--- config.mk ---
export PLATFORM = sky130hd
export DESIGN_NAME = fetch_sequencer
export DESIGN_NICKNAME = d
export VERILOG_FILES = /design/src/rtl/cpu_defs.sv /design/src/rtl/carry_lookahead.sv /design/src/rtl/fetch_sequencer.sv
export SDC_FILE = /design/constraint.sdc
export NUM_CORES = 1
export LEC_CHECK = 0
export CAP_MARGIN = 20
export CORE_ASPECT_RATIO = 2
export CORE_UTILIZATION = 40
export DETAILED_ROUTE_END_ITERATION = 10
export DONT_BUFFER_PORTS = 1
export GPL_TIMING_DRIVEN = 1
export REMOVE_ABC_BUFFERS = 1
export SYNTH_ARGS = -nofsm -noshare
export SYNTH_HDL_FRONTEND = slang
export SYNTH_HIERARCHICAL = 1
export SYNTH_SLANG_ARGS = --single-unit
--- constraint.sdc ---
create_clock -name clk -period 8.4 [get_ports clk]
set_input_delay 1.26 -clock clk [delete_from_list [all_inputs] [get_ports clk]]
set_output_delay 1.26 -clock clk [all_outputs]
set_load 0.02 [all_outputs]
--- src/rtl/cpu_defs.sv ---
`default_nettype none
//==============================================================================
// Module  : cpu_defs
// Brief   : Shared widths, fetch-sequencer state encodings and address helper.
// Rev     : 1.0
//==============================================================================
package cpu_defs;

    localparam int INSTR_W = 16;
    localparam int ADDR_W  = 16;
    localparam int FS_W    = 3;

    localparam logic [ADDR_W-1:0] PC_STEP = 16'h0002;

    typedef logic [FS_W-1:0] fs_state_t;

    localparam logic [FS_W-1:0] FS_IDLE  = 3'd0;
    localparam logic [FS_W-1:0] FS_REQ   = 3'd1;
    localparam logic [FS_W-1:0] FS_WAIT  = 3'd2;
    localparam logic [FS_W-1:0] FS_DRAIN = 3'd3;
    localparam logic [FS_W-1:0] FS_HALT  = 3'd4;

    // Instructions are halfword aligned, so bit 0 of any fetch address is dropped.
    function automatic logic [ADDR_W-1:0] halfword_align(input logic [ADDR_W-1:0] addr);
        return addr & {{(ADDR_W-1){1'b1}}, 1'b0};
    endfunction

endpackage
`default_nettype wire

--- src/rtl/carry_lookahead.sv ---
`default_nettype none
//==============================================================================
// Module  : carry_lookahead
// Brief   : Adder/subtractor with 4-bit carry-lookahead groups (mode 1 = a - b).
// Rev     : 1.0
//==============================================================================
module carry_lookahead #(
    parameter int WIDTH = 16
) (
    input  logic [WIDTH-1:0] a_i,
    input  logic [WIDTH-1:0] b_i,
    input  logic             mode_i,
    output logic [WIDTH-1:0] sum_o,
    output logic             ovf_o
);

    logic [WIDTH-1:0] w_b;
    logic [WIDTH-1:0] w_g;
    logic [WIDTH-1:0] w_p;
    logic [WIDTH-1:0] w_cin;
    logic             w_cout;

    assign w_b = mode_i ? ~b_i : b_i;
    assign w_g = a_i & w_b;
    assign w_p = a_i ^ w_b;

    // Group carry-out is formed from group generate/propagate so the chain
    // between groups skips the per-bit ripple.
    always_comb begin
        logic       v_grp_c;
        logic       v_bit_c;
        logic       v_grp_g;
        logic       v_grp_p;
        w_cin   = '0;
        v_grp_c = mode_i;
        for (int grp = 0; grp < WIDTH / 4; grp++) begin
            v_bit_c = v_grp_c;
            v_grp_g = 1'b0;
            v_grp_p = 1'b1;
            for (int k = 0; k < 4; k++) begin
                w_cin[4*grp+k] = v_bit_c;
                v_bit_c        = w_g[4*grp+k] | (w_p[4*grp+k] & v_bit_c);
                v_grp_g        = w_g[4*grp+k] | (w_p[4*grp+k] & v_grp_g);
                v_grp_p        = v_grp_p & w_p[4*grp+k];
            end
            v_grp_c = v_grp_g | (v_grp_p & v_grp_c);
        end
        w_cout = v_grp_c;
    end

    assign sum_o = w_p ^ w_cin;
    assign ovf_o = w_cout ^ w_cin[WIDTH-1];

endmodule
`default_nettype wire

--- src/rtl/fetch_sequencer.sv ---
`default_nettype none
//==============================================================================
// Module  : fetch_sequencer
// Brief   : Owns the PC, issues one instruction fetch at a time, buffers the
//           returned word for decode and applies redirects and halt.
// Rev     : 1.0
//==============================================================================
module fetch_sequencer
    import cpu_defs::*;
#(
    parameter logic [ADDR_W-1:0] RESET_PC = 16'h0000
) (
    input  logic               clk,
    input  logic               rst_n,
    output logic               imem_req,
    output logic [ADDR_W-1:0]  imem_addr,
    input  logic               imem_gnt,
    input  logic               imem_rvalid,
    input  logic [INSTR_W-1:0] imem_rdata,
    output logic               if_valid,
    output logic [INSTR_W-1:0] if_instr,
    output logic [ADDR_W-1:0]  if_pc,
    input  logic               if_ready,
    input  logic               br_taken,
    input  logic [ADDR_W-1:0]  br_target,
    input  logic               hlt,
    output logic               halted
);

    fs_state_t          state_q, state_d;
    logic [ADDR_W-1:0]  pc_q, pc_d;
    logic               valid_q, valid_d;
    logic [INSTR_W-1:0] instr_q, instr_d;
    logic [ADDR_W-1:0]  ifpc_q, ifpc_d;
    logic               out_q, out_d;     // WAIT with a granted request still in flight
    logic               hpend_q, hpend_d; // DRAIN ends in HALT rather than REQ

    logic [ADDR_W-1:0]  w_pc_inc;
    logic               w_pc_ovf_unused;
    logic               w_live;
    logic               w_consume;
    logic               w_inflight;
    logic               w_still_out;

    carry_lookahead #(
        .WIDTH (ADDR_W)
    ) u_pc_add (
        .a_i    (pc_q),
        .b_i    (PC_STEP),
        .mode_i (1'b0),
        .sum_o  (w_pc_inc),
        .ovf_o  (w_pc_ovf_unused)
    );

    assign w_live    = (state_q != FS_HALT);
    assign w_consume = valid_q & if_ready;

    always_comb begin
        w_inflight = 1'b0;
        case (state_q)
            FS_REQ:   w_inflight = imem_gnt;
            FS_WAIT:  w_inflight = out_q;
            FS_DRAIN: w_inflight = 1'b1;
            default:  w_inflight = 1'b0;
        endcase
    end

    // A request still owed a response after this edge has to be drained first.
    assign w_still_out = w_inflight & ~imem_rvalid;

    always_comb begin
        state_d = state_q;
        pc_d    = pc_q;
        valid_d = valid_q & ~if_ready;
        instr_d = instr_q;
        ifpc_d  = ifpc_q;
        out_d   = out_q;
        hpend_d = hpend_q;

        if (w_live && br_taken) begin
            pc_d    = halfword_align(br_target);
            valid_d = 1'b0;
            out_d   = 1'b0;
            hpend_d = 1'b0;
            state_d = w_still_out ? FS_DRAIN : FS_REQ;
        end else if (w_live && hlt) begin
            valid_d = 1'b0;
            out_d   = 1'b0;
            if (w_still_out) begin
                state_d = FS_DRAIN;
                hpend_d = 1'b1;
            end else begin
                state_d = FS_HALT;
                hpend_d = 1'b0;
            end
        end else begin
            case (state_q)
                FS_IDLE: begin
                    state_d = FS_REQ;
                end
                FS_REQ: begin
                    if (imem_gnt) begin
                        state_d = FS_WAIT;
                        out_d   = 1'b1;
                    end
                end
                FS_WAIT: begin
                    if (out_q) begin
                        if (imem_rvalid) begin
                            instr_d = imem_rdata;
                            ifpc_d  = pc_q;
                            valid_d = 1'b1;
                            pc_d    = w_pc_inc;
                            out_d   = 1'b0;
                            state_d = (!valid_q || if_ready) ? FS_REQ : FS_WAIT;
                        end
                    end else if (w_consume) begin
                        state_d = FS_REQ;
                    end
                end
                FS_DRAIN: begin
                    if (imem_rvalid) begin
                        state_d = hpend_q ? FS_HALT : FS_REQ;
                        hpend_d = 1'b0;
                    end
                end
                FS_HALT: begin
                    state_d = FS_HALT;
                end
                default: begin
                    state_d = FS_IDLE;
                end
            endcase
        end
    end

    always_ff @(posedge clk or negedge rst_n) begin
        if (!rst_n) begin
            state_q <= FS_IDLE;
            pc_q    <= RESET_PC;
            valid_q <= 1'b0;
            instr_q <= '0;
            ifpc_q  <= RESET_PC;
            out_q   <= 1'b0;
            hpend_q <= 1'b0;
        end else begin
            state_q <= state_d;
            pc_q    <= pc_d;
            valid_q <= valid_d;
            instr_q <= instr_d;
            ifpc_q  <= ifpc_d;
            out_q   <= out_d;
            hpend_q <= hpend_d;
        end
    end

    assign imem_req  = (state_q == FS_REQ);
    assign imem_addr = pc_q;
    assign if_valid  = valid_q;
    assign if_instr  = instr_q;
    assign if_pc     = ifpc_q;
    assign halted    = (state_q == FS_HALT);

endmodule
`default_nettype wire

; ---- After elaboration in Yosys (flattened, before gate mapping)
; Cells that the tools add are included.
[word_totals]
ff_bits = 54
latch_bits = 0
mem_bits_rw = 0
rom_bits = 0
in_bits = 39
out_inout_bits = 51
wordCells = 95
memories = 0
[classes]
add_sub_neg = 0
n_mul = 0
n_div = 0
n_lt_le_gt_ge = 0
n_eq_ne = 10
n_shift = 0
n_mux = 34
bitwise_logic = 28
n_reduce_logical = 16
[op_table]
columns = operator, count
row1 = $mux W16, 5
row2 = $mux W3, 9
row3 = $and A1 B1 Y1, 22
row4 = $xor A16 B16 Y16, 1
row5 = $mux W1, 15
row6 = $pmux W3 S5, 1
row7 = $ne A5 B5 Y1 const B, 2
row8 = $reduce_and A4 Y1, 2
row9 = $eq A3 B2 Y1 const B, 2
row10 = $reduce_bool A2 Y1, 3
row11 = $reduce_bool A3 Y1, 2
row12 = $not A1 Y1, 5
row13 = $reduce_and A5 Y1, 1
row14 = $mux W2, 2
row15 = $ne A4 B1 Y1 const B, 1
row16 = $ne A4 B4 Y1 const B, 1
row17 = $reduce_and A2 Y1, 2
row18 = $reduce_bool A4 Y1, 1
row19 = $eq A3 B1 Y1 const B, 1
row20 = $eq A3 B3 Y1 const B, 1
row21 = $logic_not A3 Y1, 1
row22 = $ne A3 B3 Y1 const B, 1
row23 = $pmux W1 S3, 1
row24 = $logic_and A1 B1 Y1, 2
row25 = other kinds (4), 4

; ---- Logic depth before layout (Yosys ltp)
; Gate-level depths: netlist of run 1.
[depth]
depth_word = 14
depth_mapped = 15
ltp_nobuf = 13

; ---- By module
; The synthesis of run 1 kept the hierarchy.
[by_module_without_submodules]
columns = module, n_inst, cells_each, area_per_inst_um2, seq_area_each_um2
row1 = fetch_sequencer, 1, 192, 2561.2, 1351.3
row2 = carry_lookahead, 1, 117, 970.9, 0.0

; ---- Least setup slack after synthesis of run 1
; No wires, ideal clock.
[synth_timing]
path_kind = reg-to-reg
startpoint = register pc_q[2], in the netlist imem_addr[2]
endpoint = register pc_q[15], in the netlist imem_addr[15]
setup_ns = 0.133
t_arrival_ns = 2.766
required_ns = 8.267
path_slack_ns = 5.501
path_stages_with_launch = 13
path_buffers = 0
period_less_slack_ns = 2.899
path_cell_list = dfrtp_1 > ha_1 > a21oi_1 > nor2b_1 > o31ai_4 > a21oi_2 > nor2_1 > fa_1 > fa_1 > fa_1 > xnor2_1 > mux2i_1 > o21ai_0
[synth_between]
elab_chain_len = 13
[synth_lines]
columns = element, line
row1 = start: declaration, fetch_sequencer.sv:31  ; logic [ADDR_W-1:0] pc_q, pc_d;
row2 = start signal: assignment, fetch_sequencer.sv:148  ; pc_q <= pc_d;
row3 = $and A1 B1 Y1, carry_lookahead.sv:43  ; v_grp_g = w_g[4*grp+k] | (w_p[4*grp+k] & v_grp_g);
row4 = $and A1 B1 Y1, -
row5 = $and A1 B1 Y1 (2 in a row), carry_lookahead.sv:46  ; v_grp_c = v_grp_g | (v_grp_p & v_grp_c);
row6 = $and A1 B1 Y1 (3 in a row), carry_lookahead.sv:42  ; v_bit_c = w_g[4*grp+k] | (w_p[4*grp+k] & v_bit_c);
row7 = $xor A16 B16 Y16, carry_lookahead.sv:51  ; assign sum_o = w_p ^ w_cin;
row8 = named net w_pc_inc[15], fetch_sequencer.sv:38  ; logic [ADDR_W-1:0] w_pc_inc;
row9 = $mux W16, fetch_sequencer.sv:109  ; if (imem_rvalid) begin
row10 = $mux W16, fetch_sequencer.sv:108  ; if (out_q) begin
row11 = $mux W16, fetch_sequencer.sv:97  ; case (state_q)
row12 = $mux W16, fetch_sequencer.sv:86  ; end else if (w_live && hlt) begin
row13 = $mux W16, fetch_sequencer.sv:80  ; if (w_live && br_taken) begin
; The timed path passes the listed nets, and every way through them passes these cells. The select of a mux whose other input is x is not followed.
; A chain may end at the register's enable or synchronous reset.

; ---- Final worst setup path of run 1
[layout_timing]
startpoint = input port hlt
endpoint = register instr_q[15], in the netlist if_instr[15]
[layout_between]
elab_chain_len = 3
[layout_lines]
columns = element, line
row1 = start: declaration, fetch_sequencer.sv:26  ; input logic hlt,
row2 = $logic_and A1 B1 Y1, fetch_sequencer.sv:86
row3 = $not A1 Y1 (no source line), -
row4 = $reduce_and A5 Y1 (no source line), -
row5 = end signal: assignment, fetch_sequencer.sv:150  ; instr_q <= instr_d;
row6 = end: declaration, fetch_sequencer.sv:33  ; logic [INSTR_W-1:0] instr_q, instr_d;
; No other way between the ends.

==> results.yml, run 1 <==
die:
  die_y_um: 132.7
  coreArea_mm2: 0.008292
  pin_count: 90
  start_util: 0.4121
  die_x_um: 67.36
  num_rows: 47
  dieArea_mm2: 0.008939
cts:
  clk_pin_slew_ns: 0.07
  cts_tree: "yes"
  cts_root_buffer: "clkbuf_16"
  post-cts-setup-buffers: 0
  h-tree-depth: 2
  cts_buffers: 5
  cts_resized: 0
  cts_hold_buf: 0
  numClockSinks: 54
  clock_latency_ns: 0.30
  clockBufferDepth: 2
pwr:
  ir_drop_mv: 0.1133
  total_power_mw: 0.8405
  power_density_mw_per_mm2: 230.2
  leakage_nw: 1.728
hold_path:
  hp-class: "reg2reg"
  hold_depth: 2
route:
  wl_per_cell_um: 16.14
  drt_iter0_markers: 106
  vias_per_cell: 5.121
  ant_nets: 0
  vias: 2069
  drc: 0
  routed_wirelength_um: 6521
  firstDrtPassIters: 4
worst_setup_path:
  r2r_cells: 11
  required_ns: 8.59
  arrival_ns: 3.28
  cp_max_fo: 26
  critPathKind: "in2reg"
  start_kind: "input port"
  end_kind: "register"
timing:
  finalHoldViolations: 0
  fin_crit_sh: 0.3680
  timing.fmax_mhz: 323.5
  fin_skew_ns: 0.004668
  rsz0062_at_grt: "no"
  setup_tns_ns: 0
  finalCriticalPeriod_ns: 3.092
  final.setup.worst_slack_ns: 5.308
  drv_slew: 0
  setup_viol: 0
global_route:
  grt_use_total: 0.1626
  antenna_found_initial: 0
  grt_overflow: 0
  grt_max_degree: 55
  grt_pass1_wl_um: 10830
  first_global_vias: 2149
final_layout:
  fill_cells: 787
  syn2layout_area_growth_pct: 6.847
  final_nets: 368
  layout-drive-gt1-share: 0.1699
  antenna_cells: 0
  finish.utilization: 0.4403
yosys:
  syn_area_mm2: 0.003417
  synth_cells: 294
  synth_warnings: 6
  synth_area_per_cell_um2: 11.62
placement:
  pre_cts_slack_ns: 4.951
  io_buffers: 0
  gp_congestion: 0.7572
  place_hpwl_um: 4743
job:
  cap_violations: 0
outcome:
  outcome: "completed"
[cell type report]
class	instances	area (um2)	share of cell area
clock buffers	5	125.1	0.03427
clock inverters	3	47.55	0.01302
inverters	33	123.9	0.03393
multi-input cells	208	1858	0.5089
flip-flops and latches	54	1351	0.3701
well taps	98	122.6	0.03358
repair buffers	3	22.52	0.006169
[sequential cells by signal, summed over array words and instances, names as in the netlist]
signal and cells:
hpend_q 1, if_instr 16, if_pc 16, if_valid 1
imem_addr 16, out_q 1, state_q 3
[final timing paths]
| kind | startpoint | end | slack, ns |
|---|---|---|---|
| hold reg to reg | hpend_q | hpend_q | 0.58 |
| hold / removal | hpend_q | hpend_q | 0.58 |
| max in group asynchronous | rst_n | if_pc[5] | 7.64 |
| setup reg to reg | imem_addr[7] | imem_addr[11] | 5.43 |
| min in group asynchronous | rst_n | if_instr[15] | 0.65 |
| setup / recovery | hlt | if_instr[15] | 5.31 |
[critical path, cell delays in order]
cell and delay (ns):
nor3b_2 0.17, and4b_1 0.21, buf_4 0.30, nor2b_4 0.41
buf_4 0.51, mux2_2 0.39
[layer usage]
| metal | GRT usage | vias to the layer above | routed length [um] | part of all wire |
|---|---|---|---|---|
| met3 | 0.02500 | 11 | 247 | 0.038 |
| met4 | 0.07329 | 0 | 143 | 0.022 |
| met5 | 0 | - | 0 | 0 |
| met2 | 0.2972 | 51 | 3681 | 0.56 |
| met1 | 0.1731 | 1021 | 2448 | 0.38 |
| li1 | - | 986 | - | - |
[power by group]
group / total (mW) / leakage (nW) / switching, mW / internal, mW
combinational: 0.219 / 0.922 / 0.114 / 0.105
sequential: 0.379 / 0.722 / 0.0859 / 0.293
clock: 0.243 / 0.0844 / 0.100 / 0.142
[placed cells by master, fill, tap and decap left out, types with 3 or more instances in the layout]
cell type and n:
dfrtp_1 54, inv_1 33, mux2_4 29, nand2_1 23
mux2i_1 18, o21ai_0 18, conb_1 18, xor2_1 17
ha_1 13, fa_1 11, a21oi_1 7, nor2_1 6
a211oi_1 5, clkbuf_16 5, nand2b_1 4, mux2_2 4
xnor2_1 4, nor2b_1 3, buf_4 3
[through the flow]
| step | hold WS, ns | instances | instance area, um2 |
|---|---|---|---|
| after global placement | 0.5649 | 396 | 3478 |
| after CTS | 0.5902 | 404 | 3651 |
| after detailed placement | 0.5699 | 396 | 3478 |
| after global routing | 0.6316 | 404 | 3651 |
| final | 0.5770 | 404 | 3651 |
| after floorplan | 0.5037 | 295 | 3331 |
No activity file was read; power rests on OpenSTA's default activity.
==> run 2: changes to the inputs <==
==> constraint.sdc (replaced) <==
create_clock -name clk -period 3.15 [get_ports clk]
set_input_delay 0.4725 -clock clk [delete_from_list [all_inputs] [get_ports clk]]
set_output_delay 0.4725 -clock clk [all_outputs]
set_load 0.02 [all_outputs]
==> run 2 against run 1 <==
Die area stayed put. Flip-flop and latch count is the same. First-iteration DRC count shrank 21%. Setup slack worse by 4.9 ns. Routed wire length rose by 1.8%. Design area is 2.0% higher. Clock power increased by 140%. Power grew to 2.6 times the previous value. Register-to-register slack worse by 5.0 ns. Non-clock buffer count rose by 9. Combinational power grew to 3.1 times the previous value. Critical path type is now reg2reg. Critical endpoint is now imem_addr[11].
==> results.yml, run 2 (synthesized netlist as in run 1, its figures left out) <==
global_route:
  grt_overflow: 0
  first_global_vias: 2232
  antenna_found_initial: 0
  grt_pass1_wl_um: 10940
  grt_max_degree: 55
  grt_use_total: 0.1644
hold_path:
  hp-class: "in2async"
cts:
  cts_root_buffer: "clkbuf_16"
  cts_tree: "yes"
  numClockSinks: 54
  clock_latency_ns: 0.30
  clockBufferDepth: 2
  h-tree-depth: 2
  clk_pin_slew_ns: 0.08
  cts_buffers: 5
final_layout:
  antenna_cells: 0
  finish.utilization: 0.4489
  layout_commonest_cell: "dfrtp_1"
  fill_cells: 768
  final_nets: 377
  final_cell_mix: "54 x dfrtp_1, 33 x inv_1, 29 x mux2_4, 23 x nand2_1"
  layout-drive-gt1-share: 0.1937
  final_area_mm2: 0.003722
  final_cells: 413
  syn2layout_area_growth_pct: 8.934
route:
  drc: 0
  wl_per_cell_um: 16.07
  vias: 2099
  firstDrtPassIters: 4
  ant_nets: 0
  vias_per_cell: 5.082
  wl_met1_um: 2538
  wl_met3_um: 270
  routed_wirelength_um: 6636
  routed-wl-met2_um: 3622
  drt_iter0_markers: 84
  top_layer: "met4"
timing:
  fin_skew_ns: 0.009884
  timing.fmax_mhz: 362.8
  rsz0062_at_grt: "no"
  final.setup.worst_slack_ns: 0.3935
  finalCriticalPeriod_ns: 2.756
  setup_tns_ns: 0
  drv_slew: 0
  final.hold.worst_slack_ns: 0.01698
  setup_viol: 0
  fin_crit_sh: 0.8751
  finalHoldViolations: 0
placement:
  place_hpwl_um: 4795
  place_area_mm2: 0.003538
  gp_congestion: 0.7185
  pre_cts_slack_ns: 0.3833
  placed_cells: 404
  io_buffers: 0
die:
  start_util: 0.4121
  coreArea_mm2: 0.008292
  num_rows: 47
  pin_count: 90
  die_x_um: 67.36
  die_y_um: 132.7
  dieArea_mm2: 0.008939
worst_setup_path:
  critPathMaxStageDelay_ns: 0.40
  critPathKind: "reg2reg"
  critPathBufInv: 0
  crit_slowest_cell: "fa_1"
  cp_max_fo: 3
  cp_top_family: "adder cells"
  worstPathCellList: "ha_1 > nand2_1 > nor2_1 > o31ai_4 > and2_1 > fa_1 > fa_1 > fa_1 > xnor2_1 > mux2i_1 > o21ai_0"
  required_ns: 3.31
  end_kind: "register"
  cpMostUsedCell: "fa_1"
  arrival_ns: 2.92
  start_kind: "register"
pwr:
  power_density_mw_per_mm2: 598.2
  power_switching_share: 0.3664
  total_power_mw: 2.227
  internal_power_mw: 1.411
  ir_drop_mv: 0.2921
  clock_power_share: 0.262
  p_comb_frac: 0.303
  leakage_nw: 1.774
  p_switching_mw: 0.8159
  seqPwrFrac: 0.434
job:
  cap_violations: 0
outcome:
  outcome: "completed"
[run 2: changes by cell type in the layout (fill, tap and decap cells not counted), sizes merged]
cell,previous run,this run
bufinv,1,0
buf,3,12
clkbuf,5,6
inv,34,33
clkinv,1,2
[run 2: area by class of cell]
class | instances | area, um2 | area share
repair buffers | 12 | 110.1 | 0.02958
multi-input cells | 208 | 1858 | 0.4992
clock buffers | 6 | 138.9 | 0.03731
well taps | 98 | 122.6 | 0.03294
clock inverters | 2 | 17.52 | 0.004706
flip-flops and latches | 54 | 1351 | 0.3630
inverters | 33 | 123.9 | 0.03328
[run 2: path summary, 6_finish.rpt]
path                         startpoint       endpoint  slack, ns  cells past startpoint
max in group asynchronous         rst_n      if_pc[11]       2.86                      1
min                               rst_n        hpend_q       0.02                      1
min reg2reg                     hpend_q        hpend_q       0.57                      2
max reg2reg                imem_addr[7]  imem_addr[11]       0.39                     11
min in group clk               br_taken        hpend_q       0.28                      1
max                        imem_addr[7]  imem_addr[11]       0.39                     11
[run 2: power groups by stage]
stage / logic [mW] / registers, mW / clock network, mW
3_5_place_dp: 0.660 / 0.982 / 0
2_1_floorplan: 0.491 / 0.982 / 0
4_1_cts: 0.681 / 0.969 / 0.611
3_3_place_gp: 0.640 / 0.978 / 0
6_report: 0.675 / 0.967 / 0.584
5_1_grt: 0.782 / 0.985 / 0.633
[run 2: routing by layer]
metal | global-route usage | vias up
met3 | 0.03534 | 12
met4 | 0.08156 | 0
met5 | 0 | -
met2 | 0.2856 | 42
met1 | 0.1798 | 1043
li1 | - | 1002
[run 2: timing repair]
item / in CTS / in global routing
hold endpoints to repair: 54 / 0
hold buffers: 1 / 0
setup buffers: 0 / 0
gates resized for setup: 0 / 0
